## config.mk

```make
export PLATFORM = sky130hd
export DESIGN_NAME = aec_job_arbiter
export DESIGN_NICKNAME = d
export VERILOG_FILES = /design/src/rtl/aec_arb_pkg.sv /design/src/rtl/aec_job_arbiter_rr_arbiter.sv /design/src/rtl/aec_job_arbiter.sv
export SDC_FILE = /design/constraint.sdc
export NUM_CORES = 1
export LEC_CHECK = 0
export ABC_AREA = 1
export CAP_MARGIN = 20
export CELL_PAD_IN_SITES_DETAIL_PLACEMENT = 0
export CELL_PAD_IN_SITES_GLOBAL_PLACEMENT = 1
export CORE_AREA = 10 10 285 287
export CTS_BUF_LIST = sky130_fd_sc_hd__clkbuf_4 sky130_fd_sc_hd__clkbuf_8
export CTS_CLUSTER_DIAMETER = 60
export DETAILED_ROUTE_END_ITERATION = 6
export DIE_AREA = 0 0 295 297
export GPL_TIMING_DRIVEN = 0
export PLACE_DENSITY = 0.65
export REMOVE_ABC_BUFFERS = 1
export SETUP_SLACK_MARGIN = 0.02
export SYNTH_ARGS = -nofsm -noshare
export SYNTH_HDL_FRONTEND = slang
export SYNTH_SLANG_ARGS = --single-unit
```

## constraint.sdc

```tcl
create_clock -name clk -period 4.7 [get_ports clk]
set_clock_uncertainty 0.15 [all_clocks]
set_input_delay 1.175 -clock clk [delete_from_list [all_inputs] [get_ports clk]]
set_output_delay 1.175 -clock clk [all_outputs]
set_load 0.01 [all_outputs]
```

## src/rtl/aec_arb_pkg.sv

```systemverilog
// Shared types and ASCII constants for the AEC job arbiter.
package aec_arb_pkg;

   typedef enum logic [2:0] {IDLE, COLLECT, PLAY, WAIT, RESP} arb_state_t;

   typedef enum logic [1:0] {
      OK       = 2'd0,
      INVALID  = 2'd1,
      OVERFLOW = 2'd2,
      TIMEOUT  = 2'd3
   } rsp_status_t;

   localparam logic [7:0] EQ   = 8'h3D;
   localparam logic [7:0] LPAR = 8'h28;
   localparam logic [7:0] RPAR = 8'h29;

endpackage

```

## src/rtl/aec_job_arbiter_rr_arbiter.sv

```systemverilog
// Round-robin grant: first set request at or after the pointer, wrapping.
module rr_arbiter #(
   parameter int unsigned NUM_REQ = 4
) (
   input  logic [NUM_REQ-1:0]         req,
   input  logic [$clog2(NUM_REQ)-1:0] ptr,
   input  logic                       en,
   output logic [NUM_REQ-1:0]         grant,
   output logic [$clog2(NUM_REQ)-1:0] grant_idx
);

   localparam int unsigned IW = $clog2(NUM_REQ);

   always_comb begin
      logic [IW:0] j;
      logic        found;
      grant     = '0;
      grant_idx = '0;
      found     = 1'b0;
      j         = '0;
      for (int unsigned i = 0; i < NUM_REQ; i++) begin
         j = {1'b0, ptr} + (IW+1)'(i);
         if (j >= (IW+1)'(NUM_REQ))
            j = j - (IW+1)'(NUM_REQ);
         if (en && !found && req[j[IW-1:0]]) begin
            found                = 1'b1;
            grant[j[IW-1:0]]     = 1'b1;
            grant_idx            = j[IW-1:0];
         end
      end
   end

endmodule

```

## src/rtl/aec_job_arbiter.sv

```systemverilog
// Shares one AEC core between NUM_REQ requesters: buffer, round-robin replay, tagged response.
// Optional AEC_ARB_STATS_EN adds saturating OK / error / timeout response counters.
module aec_job_arbiter
   import aec_arb_pkg::*;
#(
   parameter int unsigned NUM_REQ   = 4,
   parameter int unsigned BUF_DEPTH = 64,
   parameter int unsigned MAX_WAIT  = 256
) (
   input  logic                 clk,
   input  logic                 rst,
   input  logic [NUM_REQ-1:0]   req_valid,
   input  logic [8*NUM_REQ-1:0] req_data,
   output logic [NUM_REQ-1:0]   req_ready,
   output logic [NUM_REQ-1:0]   rsp_valid,
   output logic [31:0]          rsp_result,
   output logic [1:0]           rsp_status,
   output logic                 aec_ready,
   output logic [7:0]           aec_ascii,
   input  logic                 aec_finish,
   input  logic [31:0]          aec_result,
   input  logic                 aec_valid
`ifdef AEC_ARB_STATS_EN
   ,
   output logic [15:0]          stat_ok,
   output logic [15:0]          stat_err,
   output logic [15:0]          stat_timeout
`endif
);

   localparam int unsigned IW = $clog2(NUM_REQ);
   localparam int unsigned WW = $clog2(BUF_DEPTH + 1);
   localparam int unsigned RW = $clog2(BUF_DEPTH);
   localparam int unsigned TW = $clog2(MAX_WAIT + 1);

   arb_state_t         state;
   logic [IW-1:0]      ptr, g_idx, arb_idx;
   logic [NUM_REQ-1:0] g_oh, arb_oh;
   logic [7:0]         buf_mem [BUF_DEPTH];
   logic [WW-1:0]      wr;
   logic [RW-1:0]      rd;
   logic               ovf;
   logic [TW-1:0]      wd;
   logic [7:0]         in_byte;
   logic               accept;

   rr_arbiter #(.NUM_REQ(NUM_REQ)) u_rr (
      .req       (req_valid),
      .ptr       (ptr),
      .en        (state == IDLE),
      .grant     (arb_oh),
      .grant_idx (arb_idx)
   );

   always_comb begin
      in_byte = '0;
      for (int unsigned i = 0; i < NUM_REQ; i++)
         if (g_idx == IW'(i)) in_byte = req_data[8*i +: 8];
   end

   assign req_ready = (state == COLLECT) ? g_oh : '0;
   assign accept    = |(req_valid & req_ready);

   always_ff @(posedge clk) begin
      if (accept && wr < WW'(BUF_DEPTH))
         buf_mem[wr[RW-1:0]] <= in_byte;
   end

   always_ff @(posedge clk or posedge rst) begin
      if (rst) begin
         state      <= IDLE;
         ptr        <= '0;
         g_idx      <= '0;
         g_oh       <= '0;
         wr         <= '0;
         rd         <= '0;
         ovf        <= 1'b0;
         wd         <= '0;
         rsp_valid  <= '0;
         rsp_result <= '0;
         rsp_status <= OK;
         aec_ready  <= 1'b0;
         aec_ascii  <= EQ;
      end else begin
         case (state)
            IDLE: begin
               if (|req_valid) begin
                  g_idx <= arb_idx;
                  g_oh  <= arb_oh;
                  state <= COLLECT;
               end
            end
            COLLECT: begin
               if (accept) begin
                  if (in_byte == EQ) begin
                     if (ovf) begin
                        rsp_valid  <= g_oh;
                        rsp_result <= '0;
                        rsp_status <= OVERFLOW;
                        state      <= RESP;
                     end else begin
                        // first replay byte is registered now; a lone '=' has not reached buf_mem yet
                        wr        <= wr + 1'b1;
                        aec_ready <= 1'b1;
                        aec_ascii <= (wr == '0) ? in_byte : buf_mem[0];
                        rd        <= RW'(1);
                        wd        <= '0;
                        state     <= PLAY;
                     end
                  end else if (!ovf) begin
                     wr <= wr + 1'b1;
                     if (wr == WW'(BUF_DEPTH - 1)) ovf <= 1'b1;
                  end
               end
            end
            PLAY, WAIT: begin
               aec_ready <= 1'b0;
               if (aec_finish) begin
                  rsp_valid  <= g_oh;
                  rsp_result <= aec_result;
                  rsp_status <= aec_valid ? OK : INVALID;
                  aec_ascii  <= EQ;
                  state      <= RESP;
               end else if (wd == TW'(MAX_WAIT - 1)) begin
                  rsp_valid  <= g_oh;
                  rsp_result <= '0;
                  rsp_status <= TIMEOUT;
                  aec_ascii  <= EQ;
                  state      <= RESP;
               end else begin
                  wd <= wd + 1'b1;
                  if (state == PLAY) begin
                     if (aec_ascii == EQ) begin
                        state <= WAIT;
                     end else begin
                        aec_ascii <= buf_mem[rd];
                        rd        <= rd + 1'b1;
                     end
                  end
               end
            end
            RESP: begin
               rsp_valid  <= '0;
               rsp_result <= '0;
               rsp_status <= OK;
               wr         <= '0;
               ovf        <= 1'b0;
               wd         <= '0;
               ptr        <= (g_idx == IW'(NUM_REQ - 1)) ? '0 : g_idx + 1'b1;
               state      <= IDLE;
            end
            default: state <= IDLE;
         endcase
      end
   end

`ifdef AEC_ARB_STATS_EN
   always_ff @(posedge clk or posedge rst) begin
      if (rst) begin
         stat_ok      <= '0;
         stat_err     <= '0;
         stat_timeout <= '0;
      end else if (state == RESP) begin
         case (rsp_status)
            OK:                if (stat_ok != '1)      stat_ok      <= stat_ok + 1'b1;
            INVALID, OVERFLOW: if (stat_err != '1)     stat_err     <= stat_err + 1'b1;
            default:           if (stat_timeout != '1) stat_timeout <= stat_timeout + 1'b1;
         endcase
      end
   end
`else
   // statistics counters not built
`endif

endmodule

```

After elaboration in Yosys (flattened, before gate mapping)
Memory sizes are Yosys's and may differ from the RTL's.
Cells that the tools add are included.
{"block": "word_totals", "ff_bits": 81, "ram_bits": 512, "in_bits": 72, "out_inout_bits": 51, "n_memories": 1}
{"name": "buf_mem", "depth": 64, "word_bits": 8, "read_ports": 2, "rd_ports_with_merged_regs": 0, "wr": 1, "line_no": "aec_job_arbiter.sv:39", "rtl": "logic [7:0] buf_mem [BUF_DEPTH];"}
{"block": "op_classes", "add_sub_neg": 11, "n_lt_le_gt_ge": 13, "eq_ne": 25, "mux": 102, "bitwise_logic": 4, "reduce_logical": 33}
{"cell": "$mux 32", "n": 5}
{"cell": "$mux 8", "n": 12}
{"cell": "$pmux 32 s3", "n": 1}
{"cell": "$mux 9", "n": 5}
{"cell": "$mux 6", "n": 7}
{"cell": "$mux 4", "n": 10}
{"cell": "$mux 2", "n": 14}
{"cell": "$pmux 9 s3", "n": 1}
{"cell": "$mux 3", "n": 8}
{"cell": "$mux 1", "n": 21}
{"cell": "$ne 2x2->1 const B", "n": 9}
{"cell": "$eq 8x6->1 const B", "n": 2}
{"cell": "$pmux 8 s2", "n": 1}
{"cell": "$mux 7", "n": 2}
{"cell": "$pmux 7 s2", "n": 1}
{"cell": "$logic_and 1x1->1", "n": 12}
{"cell": "$lt 2x3->1 const B", "n": 4}
{"cell": "$ne 4x4->1 const B", "n": 3}
{"cell": "$or 4x4->4", "n": 3}
{"cell": "$pmux 4 s3", "n": 1}
{"cell": "$pmux 6 s2", "n": 1}
{"cell": "$reduce_and 6->1", "n": 2}
{"cell": "$reduce_and 5->1", "n": 2}
{"cell": "$add 9x1->9 const B", "n": 1}
{"cell": "37 further kinds", "n": 60}

Depth between registers and ports, before layout
Gate-level depths: netlist (run 1).
{"block": "logic_depth", "depth_word": 18, "mapped_depth": 17, "ltp_nobuf": 17}

Cells and area by module
A second synthesis (run 1) with hierarchy kept.
{"block": "unflattened", "hier_cells": 2481, "area_unflattened_um2": 25831.0}
{"mod": "aec_job_arbiter", "instances": 1, "cells_per_inst": 2400, "area_per_inst_um2": 25338.1}
{"mod": "rr_arbiter", "instances": 1, "cells_per_inst": 81, "area_per_inst_um2": 493.0}

Least setup slack after synthesis (run 1)
No wires, ideal clock.
{"block": "synth_timing", "kind": "input port to flip-flop", "start": "in req_data[2]", "end": "reg aec_ascii[7]", "setup_ps": 116, "t_arrival_ps": 3310, "required_time_ps": 4434, "path_slack_ps": 1124, "path_stages": 13, "path_buffers": 0, "cell_sequence": "nand2_1 > nand2_1 > nand3_1 > a21oi_2 > nand2_1 > nor2_1 > nand2_1 > nand2_4 > nand2_2 > nor2_4 > inv_2 > nand2_1 > nand2_1"}
{"block": "synth_between", "elab_chain_len": 7}
{"item": "start, declared", "line_no": "aec_job_arbiter.sv:13", "rtl": "input logic [8*NUM_REQ-1:0] req_data,"}
{"item": "$mux 8 (4 in a row)", "line_no": "aec_job_arbiter.sv:58", "rtl": "if (g_idx == IW'(i)) in_byte = req_data[8*i +: 8];"}
{"item": "via in_byte[2]", "line_no": "aec_job_arbiter.sv:44", "rtl": "logic [7:0] in_byte;"}
{"item": "$eq 8x6->1", "line_no": "aec_job_arbiter.sv:95", "rtl": "if (in_byte == EQ) begin"}
{"item": "$ne 2x1->1 (no line)"}
{"item": "$reduce_and 6->1 (no line)"}
{"item": "end signal, assigned", "line_no": "aec_job_arbiter.sv:105", "rtl": "aec_ascii <= (wr == '0) ? in_byte : buf_mem[0];"}
{"item": "end signal, assigned", "line_no": "aec_job_arbiter.sv:136", "rtl": "aec_ascii <= buf_mem[rd];"}
{"item": "end, declared", "line_no": "aec_job_arbiter.sv:19", "rtl": "output logic [7:0] aec_ascii,"}
The timed path passes the listed nets, and every way through them passes these cells.
A chain may end at the register's enable or synchronous reset.

Worst setup path in the final report (run 1)
{"block": "layout_timing", "start": "reg g_idx[0]", "end": "reg rsp_result[10]"}
{"block": "layout_between", "elab_chain_len": 8, "word_cells_on_any_way": 11}
{"item": "start, declared", "line_no": "aec_job_arbiter.sv:37", "rtl": "logic [IW-1:0] ptr, g_idx, arb_idx;"}
{"item": "start signal, assigned", "line_no": "aec_job_arbiter.sv:88", "rtl": "g_idx <= arb_idx;"}
{"item": "$logic_not 2->1", "line_no": "aec_job_arbiter.sv:58"}
{"item": "$mux 8 (3 in a row)", "line_no": "aec_job_arbiter.sv:58"}
{"item": "$mux 8 *", "line_no": "aec_job_arbiter.sv:58"}
{"item": "via in_byte[5]", "line_no": "aec_job_arbiter.sv:44"}
{"item": "$eq 8x6->1 *", "line_no": "aec_job_arbiter.sv:95"}
{"item": "$ne 2x1->1 (no line) *"}
{"item": "$reduce_and 5->1 (no line) *"}
{"item": "end signal, assigned", "line_no": "aec_job_arbiter.sv:120", "rtl": "rsp_result <= aec_result;"}
{"item": "end, declared", "line_no": "aec_job_arbiter.sv:16", "rtl": "output logic [31:0] rsp_result,"}
Mark *: on every way through the listed nets, which the timed path passes. The rest lies on a longest branch.

==> results of run 1 <==
-- sequential cells by signal (all words and copies together), names as in the netlist, 2 cells and up --
name	cells
state	3
ptr	2
buf_mem	512
rsp_valid	4
rsp_status	2
wr	7
g_oh	4
aec_ascii	8
wd	9
rd	6
g_idx	2
rsp_result	32
-- final cells by class --
class | count | area (um^2) | share of cell area (%)
diodes | 1 | 2.502 | 0.008216
clock buffers | 134 | 1675 | 5.500
clock inverters | 46 | 304.0 | 0.9982
inverters | 175 | 671.9 | 2.206
multi-input cells | 1696 | 7482 | 24.56
flip-flops and latches | 593 | 17420 | 57.18
well taps | 978 | 1224 | 4.017
repair buffers | 141 | 1683 | 5.525
-- cell usage in the layout (no fill, tap or decap), types with 5 or more instances in the layout --
cell and n:
dfstp_2 5, clkbuf_8 107, inv_1 154, edfxtp_1 512, nor3_1 7, o21ai_0 101
clkbuf_4 27, inv_2 14, nand3_1 312, clkdlybuf4s50_1 122, o21ai_1 8, buf_16 12
nand2_1 825, xor2_1 8, clkinv_1 33, clkinv_2 10, dfrtp_1 73, ha_1 17
o211ai_1 13, a21oi_1 51, nor2_1 298, nor2_2 8, buf_12 6
-- worst max path at each step --
| stage | to | slack [ns] | cells after the start |
|---|---|---|---|
| after floorplan | aec_ascii[6]$_DFFE_PP0P_ | -4.56 | 11 |
| after global routing | rsp_status[1]$_DFFE_PP0P_ | 0.51 | 14 |
| after global placement | aec_ascii[6]$_DFFE_PP0P_ | -14.50 | 12 |
| final | rsp_result[10]$_DFFE_PP0P_ | 0.91 | 15 |
| after CTS | rsp_status[1]$_DFFE_PP0P_ | 0.85 | 14 |
| after detailed placement | rsp_valid[1]$_DFFE_PP0P_ | 0.26 | 13 |
-- logic make-up (layout without fill, tap and decap cells) --
family | after synthesis | count (layout) | share of synthesized area (%)
simple gates | 1487 | 1487 | 23.66
flops | 593 | 593 | 66.65
buf+inv | 301 | 496 | 4.833
compound gates | 181 | 181 | 3.674
fa+ha+maj | 17 | 17 | 0.8143
xor+xnor | 10 | 10 | 0.3353
mux | 1 | 1 | 0.03832
other cells | 0 | 1 | 0
-- metrics by stage --
stage          util, %  cells  hold WS [ns]  setup WS (ns)
2_1_floorplan        -   2464        0.2919         -4.562
3_3_place_gp     37.06   3564        0.3032         -14.50
3_5_place_dp     37.73   3582        0.3108         0.2642
4_1_cts          40.36   3762        0.3248         0.8516
5_1_grt          40.37   3764        0.3437         0.5144
6_report         40.37   3764        0.3208         0.9066
-- cell usage after synthesis (all sizes together) --
cell type / instances / share of area [%]
nor4: 2 / 0.072
or2: 5 / 0.12
inv: 171 / 2.5
nor3b: 5 / 0.19
buf: 83 / 1.7
xnor2: 2 / 0.067
nor3: 7 / 0.13
edfxtp: 512 / 59
o211ai: 13 / 0.37
o31ai: 4 / 0.11
nand4: 6 / 0.19
and3b: 1 / 0.034
clkbuf: 43 / 0.62
mux2i: 1 / 0.038
dfrtp: 76 / 7.3
nand2: 832 / 12
nand3b: 2 / 0.11
a21boi: 3 / 0.086
o21ai: 109 / 2.1
nor2: 309 / 4.6
and3: 3 / 0.072
xor2: 8 / 0.27
nand3: 314 / 6.1
and2: 1 / 0.024
a21oi: 52 / 1.0
dfstp: 5 / 0.50
clkinv: 4 / 0.057
ha: 17 / 0.81
-- report_power, final --
group | internal, mW | switching (mW)
Combinational | 2.10 | 5.22
Sequential | 7.26 | 0.392
Clock | 2.52 | 2.08
-- per-layer routing --
layer	track usage, %	up-vias
met2	25.97	500
li1	-	8874
met3	3.387	92
met5	0	-
met1	21.80	9013
met4	5.018	0
-- tightest hold or removal path: cells and delay by family (launching register included) --
family           cells  cell delay (ns)
DFF                  1             0.34
and+or+nand+nor      2             0.10
==> out/summary.txt, run 1 <==
==================================================================================
Status                                                                finished, final reports clean
Number of standard cells after synthesis                                      2590
Detailed Route Iter0 Violations                                               1309
Count of cell types in the netlist                                              45
Number of fillers in the final layout                                         7245
Data arrival, critical path                                                4.21 ns
Critical path class                                                     reg -> reg
Met3 Routed Length                                                         4532 um
Final total power                                                         19.56 mW
Via count                                                                    18480
Core box area                                                           75440 um^2
Final count of hold timing violations                                            0
Clock Latency Late Sink                                                    0.69 ns
Average instance area after synthesis                                   10.08 um^2
Launching instance or port of the critical path                       g_idx[0]$_DFFE_PP0P_
I/O pins                                                                       123
Crit Path Max Fanout                                                            44
Most repeated library cell on the critical path                            nand2_1
Wire length of the first global-routing pass                             110100 um
Die outline area                                                        87620 um^2
Maximum number of buffers from clock root to sink                                3
Minimum clock period                                                      3.793 ns
Overall die height                                                          297 um
P_leak                                                                    11.90 nW
Total count of max-transition violations in the final report                     0
Peak clock frequency supported by timing                                0.2636 GHz
Mapped cell area                                                        26120 um^2
Element type at the critical path start                                       flop
GR Util All Layers                                                          16.23%
Placer's final routability congestion estimate                              0.8128
# resized after CTS                                                              0
Maximum number of pins on one net before global-route repair                   122
Max-capacitance violation count                                                  0
Sinks on Clock Net                                                             593
Hold path depth                                                                  2
Clock tree from TritonCTS                                                      yes
Signed area change from the synthesized netlist to the final layout         16.61%
Routed Wire Length                                                        71920 um
Post-placement cell area                                                28470 um^2
Critical-path cell with the highest stage delay                            nand2_2
CTS Root Buffer Type                                                      clkbuf_8
Count of antenna-violating nets left after detailed routing                      0
Total iterations of the first detailed-routing run                               7
Detailed-routing wirelength on met1                                       32100 um
Reg-to-Reg Start                                                      g_idx[0]$_DFFE_PP0P_
Number of buffers inserted by hold repair at cts                                 0
Capture point of the worst reg-to-reg path                            rsp_result[10]$_DFFE_PP0P_
Flops & latches, synth                                                         593
Highest ir drop seen on vdd                                              0.3724 mV
Number of CTS-inserted buffers                                                 100
WP data required                                                           5.12 ns
# nets final                                                                  2796
Number of buffers added for setup after CTS                                      0
Worst-case reg-to-reg path depth                                                15
Register-to-register setup slack                                           0.91 ns
Count of synthesis-stage warnings from yosys                                     0
WHS Endpoint                                                          rsp_result[8]$_DFFE_PP0P_
Sequential share of the synthesized area                                    66.65%
Unrepaired setup endpoints after global routing                              false
Post-DP HPWL                                                              44060 um
Width of the die                                                            295 um
Uppermost signal routing layer after detailed routing                         met4
Power density relative to cell area                                   642.3 nW/um^2
Fraction of final layout cells with drive strength greater than 1           8.079%
Sum of negative setup slack                                                   0 ns
Number of buffer and inverter stages on the critical path                        3
Overflow left after global routing                                               0
Slew at the pin closest to its max-slew limit                            0.9347 ns
Max-slew headroom                                                           37.46%
Worst-path clk slew                                                        0.06 ns
Starting density of the core                                                34.62%
Via density per instance                                                     4.909
Final routed wire length divided by cell count                            19.11 um
Final instance area                                                     30460 um^2
Endpoint type of the worst setup path                                         flop
Setup violations, final                                                          0
Standard-cell row count                                                        101
Antenna violations before repair                                                 1
Vias in the first global route                                               18240
Kind of cell adding the most delay to the critical path               simple AND/OR/NAND/NOR gates
Worst Min Path Start                                                  rsp_result[8]$_DFFE_PP0P_
Cells traversed along the worst timing path                           inv_1 -> ha_1 -> inv_2 -> nor2_1 -> nor2_1 -> nand2_1 -> nand2_2 -> buf_12 -> nand2_1 -> nor2_2 -> nand2_1 -> nand2_4 -> nand3_4 -> nand2_1 -> nand2_1
Biggest cell delay along the critical path                                 0.66 ns
CTS H-tree depth                                                                 3
Remaining design rule violation count                                            0
Buffers on Ports                                                               122
Min-delay worst type                                                    reg -> reg
Met2 routed WL                                                            33760 um
Period Utilization, post-route                                              80.71%
==================================================================================
Note: power is estimated with default switching activity, not from simulation.
==> run 2: changes to the inputs <==
==> constraint.sdc (replaced) <==
create_clock -name clk -period 3.68 [get_ports clk]
set_clock_uncertainty 0.15 [all_clocks]
set_input_delay 0.92 -clock clk [delete_from_list [all_inputs] [get_ports clk]]
set_output_delay 0.92 -clock clk [all_outputs]
set_load 0.01 [all_outputs]
==> run 2 against run 1 <==
  * Sequential power rose by 27%
  * Wire length rose by 2.1%
  * Worst hold slack barely moved
  * Highest routed layer unchanged
==> out/summary.txt, run 2 (synthesis gave the netlist of run 1 again) <==
==================================================================================
Status                                                                finished, final reports clean
Sum of negative setup slack                                                   0 ns   unchanged
WP data required                                                           3.84 ns   -1.28 ns
CTS H-tree depth                                                                 3   unchanged
Max-slew headroom                                                           37.52%   +0.051 points
Standard-cell row count                                                        101   unchanged
Crit Path Max Fanout                                                             9   -80%
Register-to-register setup slack                                           0.23 ns   -0.67 ns
Number of fillers in the final layout                                         7224   -0.29%
Number of CTS-inserted buffers                                                 100   unchanged
Maximum number of buffers from clock root to sink                                3   unchanged
Wire length of the first global-routing pass                             110400 um   +0.24%
Total iterations of the first detailed-routing run                               5   -2
Instance count after placement with tap cells included                        3582   unchanged
Clock Latency Late Sink                                                    0.70 ns   about the same
# nets final                                                                  2802   +0.21%
Clock tree from TritonCTS                                                      yes
Capture point of the worst reg-to-reg path                            buf_mem[13][7]$_DFFE_PP_
GR Util All Layers                                                          16.28%   +0.048 points
Detailed-routing wirelength on met1                                       32600 um   +1.6%
Power density relative to cell area                                   825.9 nW/um^2   +29%
Final routed wire length divided by cell count                            19.47 um   +1.9%
Core box area                                                           75440 um^2   unchanged
Vias in the first global route                                               18240   -0.0055%
Worst-path clk slew                                                        0.07 ns   about the same
Placer's final routability congestion estimate                              0.8128   unchanged
Sinks on Clock Net                                                             593   unchanged
Commonest cells after routing, fill and taps aside                    825 x nand2_1, 512 x edfxtp_1, 312 x nand3_1
Final count of hold timing violations                                            0   unchanged
Min-delay worst type                                                    reg -> reg
Setup violations, final                                                          0   unchanged
Element type at the critical path start                                       flop
Overflow left after global routing                                               0   unchanged
Post-route non-filler standard cell count                                     3770   +0.16%
Final core occ                                                              40.59%   +0.21 points
CTS Root Buffer Type                                                      clkbuf_8
Unrepaired setup endpoints after global routing                              false
P_leak                                                                    11.96 nW   +0.50%
Starting density of the core                                                34.62%   unchanged
Signed area change from the synthesized netlist to the final layout         17.23%
Max-capacitance violation count                                                  0   unchanged
Worst setup endpoint                                                  buf_mem[13][7]$_DFFE_PP_
Fraction of final layout cells with drive strength greater than 1           8.348%   +0.27 points
Remaining design rule violation count                                            0   unchanged
Post-DP HPWL                                                              44060 um   unchanged
Period Utilization, post-route                                              93.67%   +13 points
Buffers on Ports                                                               122   unchanged
Minimum clock period                                                      3.447 ns   -0.3463 ns
Total count of max-transition violations in the final report                     0   unchanged
Routed Wire Length                                                        73420 um   +2.1%
Peak clock frequency supported by timing                                0.2901 GHz   +10%
Width of the die                                                            295 um   unchanged
Highest ir drop seen on vdd                                              0.4464 mV   +20%
Via density per instance                                                     4.933   +0.48%
Count of antenna-violating nets left after detailed routing                      0   unchanged
Endpoint type of the worst setup path                                         flop
Worst-case reg-to-reg path depth                                                 9   -6
Number of flip-flops in the largest register                                   512   unchanged
I/O pins                                                                       123   unchanged
Via count                                                                    18600   +0.64%
Most common cell after layout, fill and taps aside                         nand2_1
Uppermost signal routing layer after detailed routing                         met4
Met2 routed WL                                                            34650 um   +2.6%
Overall die height                                                          297 um   unchanged
Met3 Routed Length                                                         4485 um   -1.0%
Detailed Route Iter0 Violations                                               1306   -0.23%
Die outline area                                                        87620 um^2   unchanged
Launching instance or port of the critical path                       state[1]$_DFFE_PP0P_
Data arrival, critical path                                                3.60 ns   -0.61 ns
Reg-to-Reg Start                                                      state[1]$_DFFE_PP0P_
Antenna violations before repair                                                 1   unchanged
Critical path class                                                     reg -> reg
Slew at the pin closest to its max-slew limit                            0.9338 ns   -0.0009103 ns
Maximum number of pins on one net before global-route repair                   123   +0.82%
==================================================================================
run 2: cell count changes in the layout (fill, tap and decap cells not counted):
cell       before  now
nand2_8         0    4
buf_4           0    2
nand2_2         3    1
nand2_4         4    2
nor2_1        298  296
nor2_2          8   10
a21oi_2         0    1
buf_12          6    7
bufbuf_16       0    1
inv_12          0    1
inv_16          0    1
inv_6           1    0
inv_8           1    0
nand3_4         2    3
run 2: repair_timing:
action	in CTS	in global routing
hold buffers	0	0
cloned	1	2
resized for setup	4	10
pin swaps	0	2
buffers inserted	0	3
endpoints found under the setup margin	50	52
run 2: area by class of cell:
class	count	area (um^2)	share of cell area, %
clock buffer	134	1675	5.472
inverter	175	688.2	2.247
multi-input combinational	1698	7559	24.69
clock inverter	46	304.0	0.9930
antenna	1	2.502	0.008173
sequential	593	17420	56.88
timing repair buffer	145	1750	5.717
tap	978	1224	3.996
run 2: metal layers:
layer / up-vias / track usage, %
met5: - / 0
li1: 8898 / -
met2: 497 / 26.02
met4: 0 / 5.018
met1: 9100 / 21.90
met3: 103 / 3.387
run 2: critical path, stage by stage (launching register included):
cell     delay, ns
dfrtp_1       0.40
inv_1         0.15
nand3_4       0.17
nor2_2        0.17
nand2_1       0.10
nand4_2       0.15
nand2_1       0.10
nor2_1        0.21
nand2_1       0.53
nor2_1        0.92
run 2: how the worst min path moves through the flow:
| stage | startpoint | end | slack [ns] | cells past startpoint |
|---|---|---|---|---|
| 3_5_place_dp | rsp_result[8]$_DFFE_PP0P_ | rsp_result[8]$_DFFE_PP0P_ | 0.31 | 2 |
| 5_1_grt | rsp_result[0]$_DFFE_PP0P_ | rsp_result[0]$_DFFE_PP0P_ | 0.34 | 2 |
| 2_1_floorplan | wd[8]$_DFFE_PP0P_ | wd[8]$_DFFE_PP0P_ | 0.29 | 2 |
| 6_report | rsp_result[8]$_DFFE_PP0P_ | rsp_result[8]$_DFFE_PP0P_ | 0.32 | 2 |
| 4_1_cts | rst | rsp_result[15]$_DFFE_PP0P_ | 0.32 | 2 |
| 3_3_place_gp | rsp_result[16]$_DFFE_PP0P_ | rsp_result[16]$_DFFE_PP0P_ | 0.30 | 2 |
run 2: through the flow:
stage / area, um^2 / total power, mW / worst slack [ns] / hold slack [ns]
after global routing: 30620 / 26.91 / 0.03529 / 0.3437
final: 30620 / 25.29 / 0.2329 / 0.3210
after CTS: 30500 / 25.38 / 0.04712 / 0.3222
after global placement: 27960 / 17.89 / -15.52 / 0.3032
after floorplan: 25510 / 15.10 / -5.582 / 0.2919
after detailed placement: 28470 / 19.36 / -0.5008 / 0.3108
run 2: report_power, final:
part	internal (mW)	switching, mW
registers	9.25	0.457
clock network	3.22	2.66
logic	2.80	6.90
total	15.3	10.0
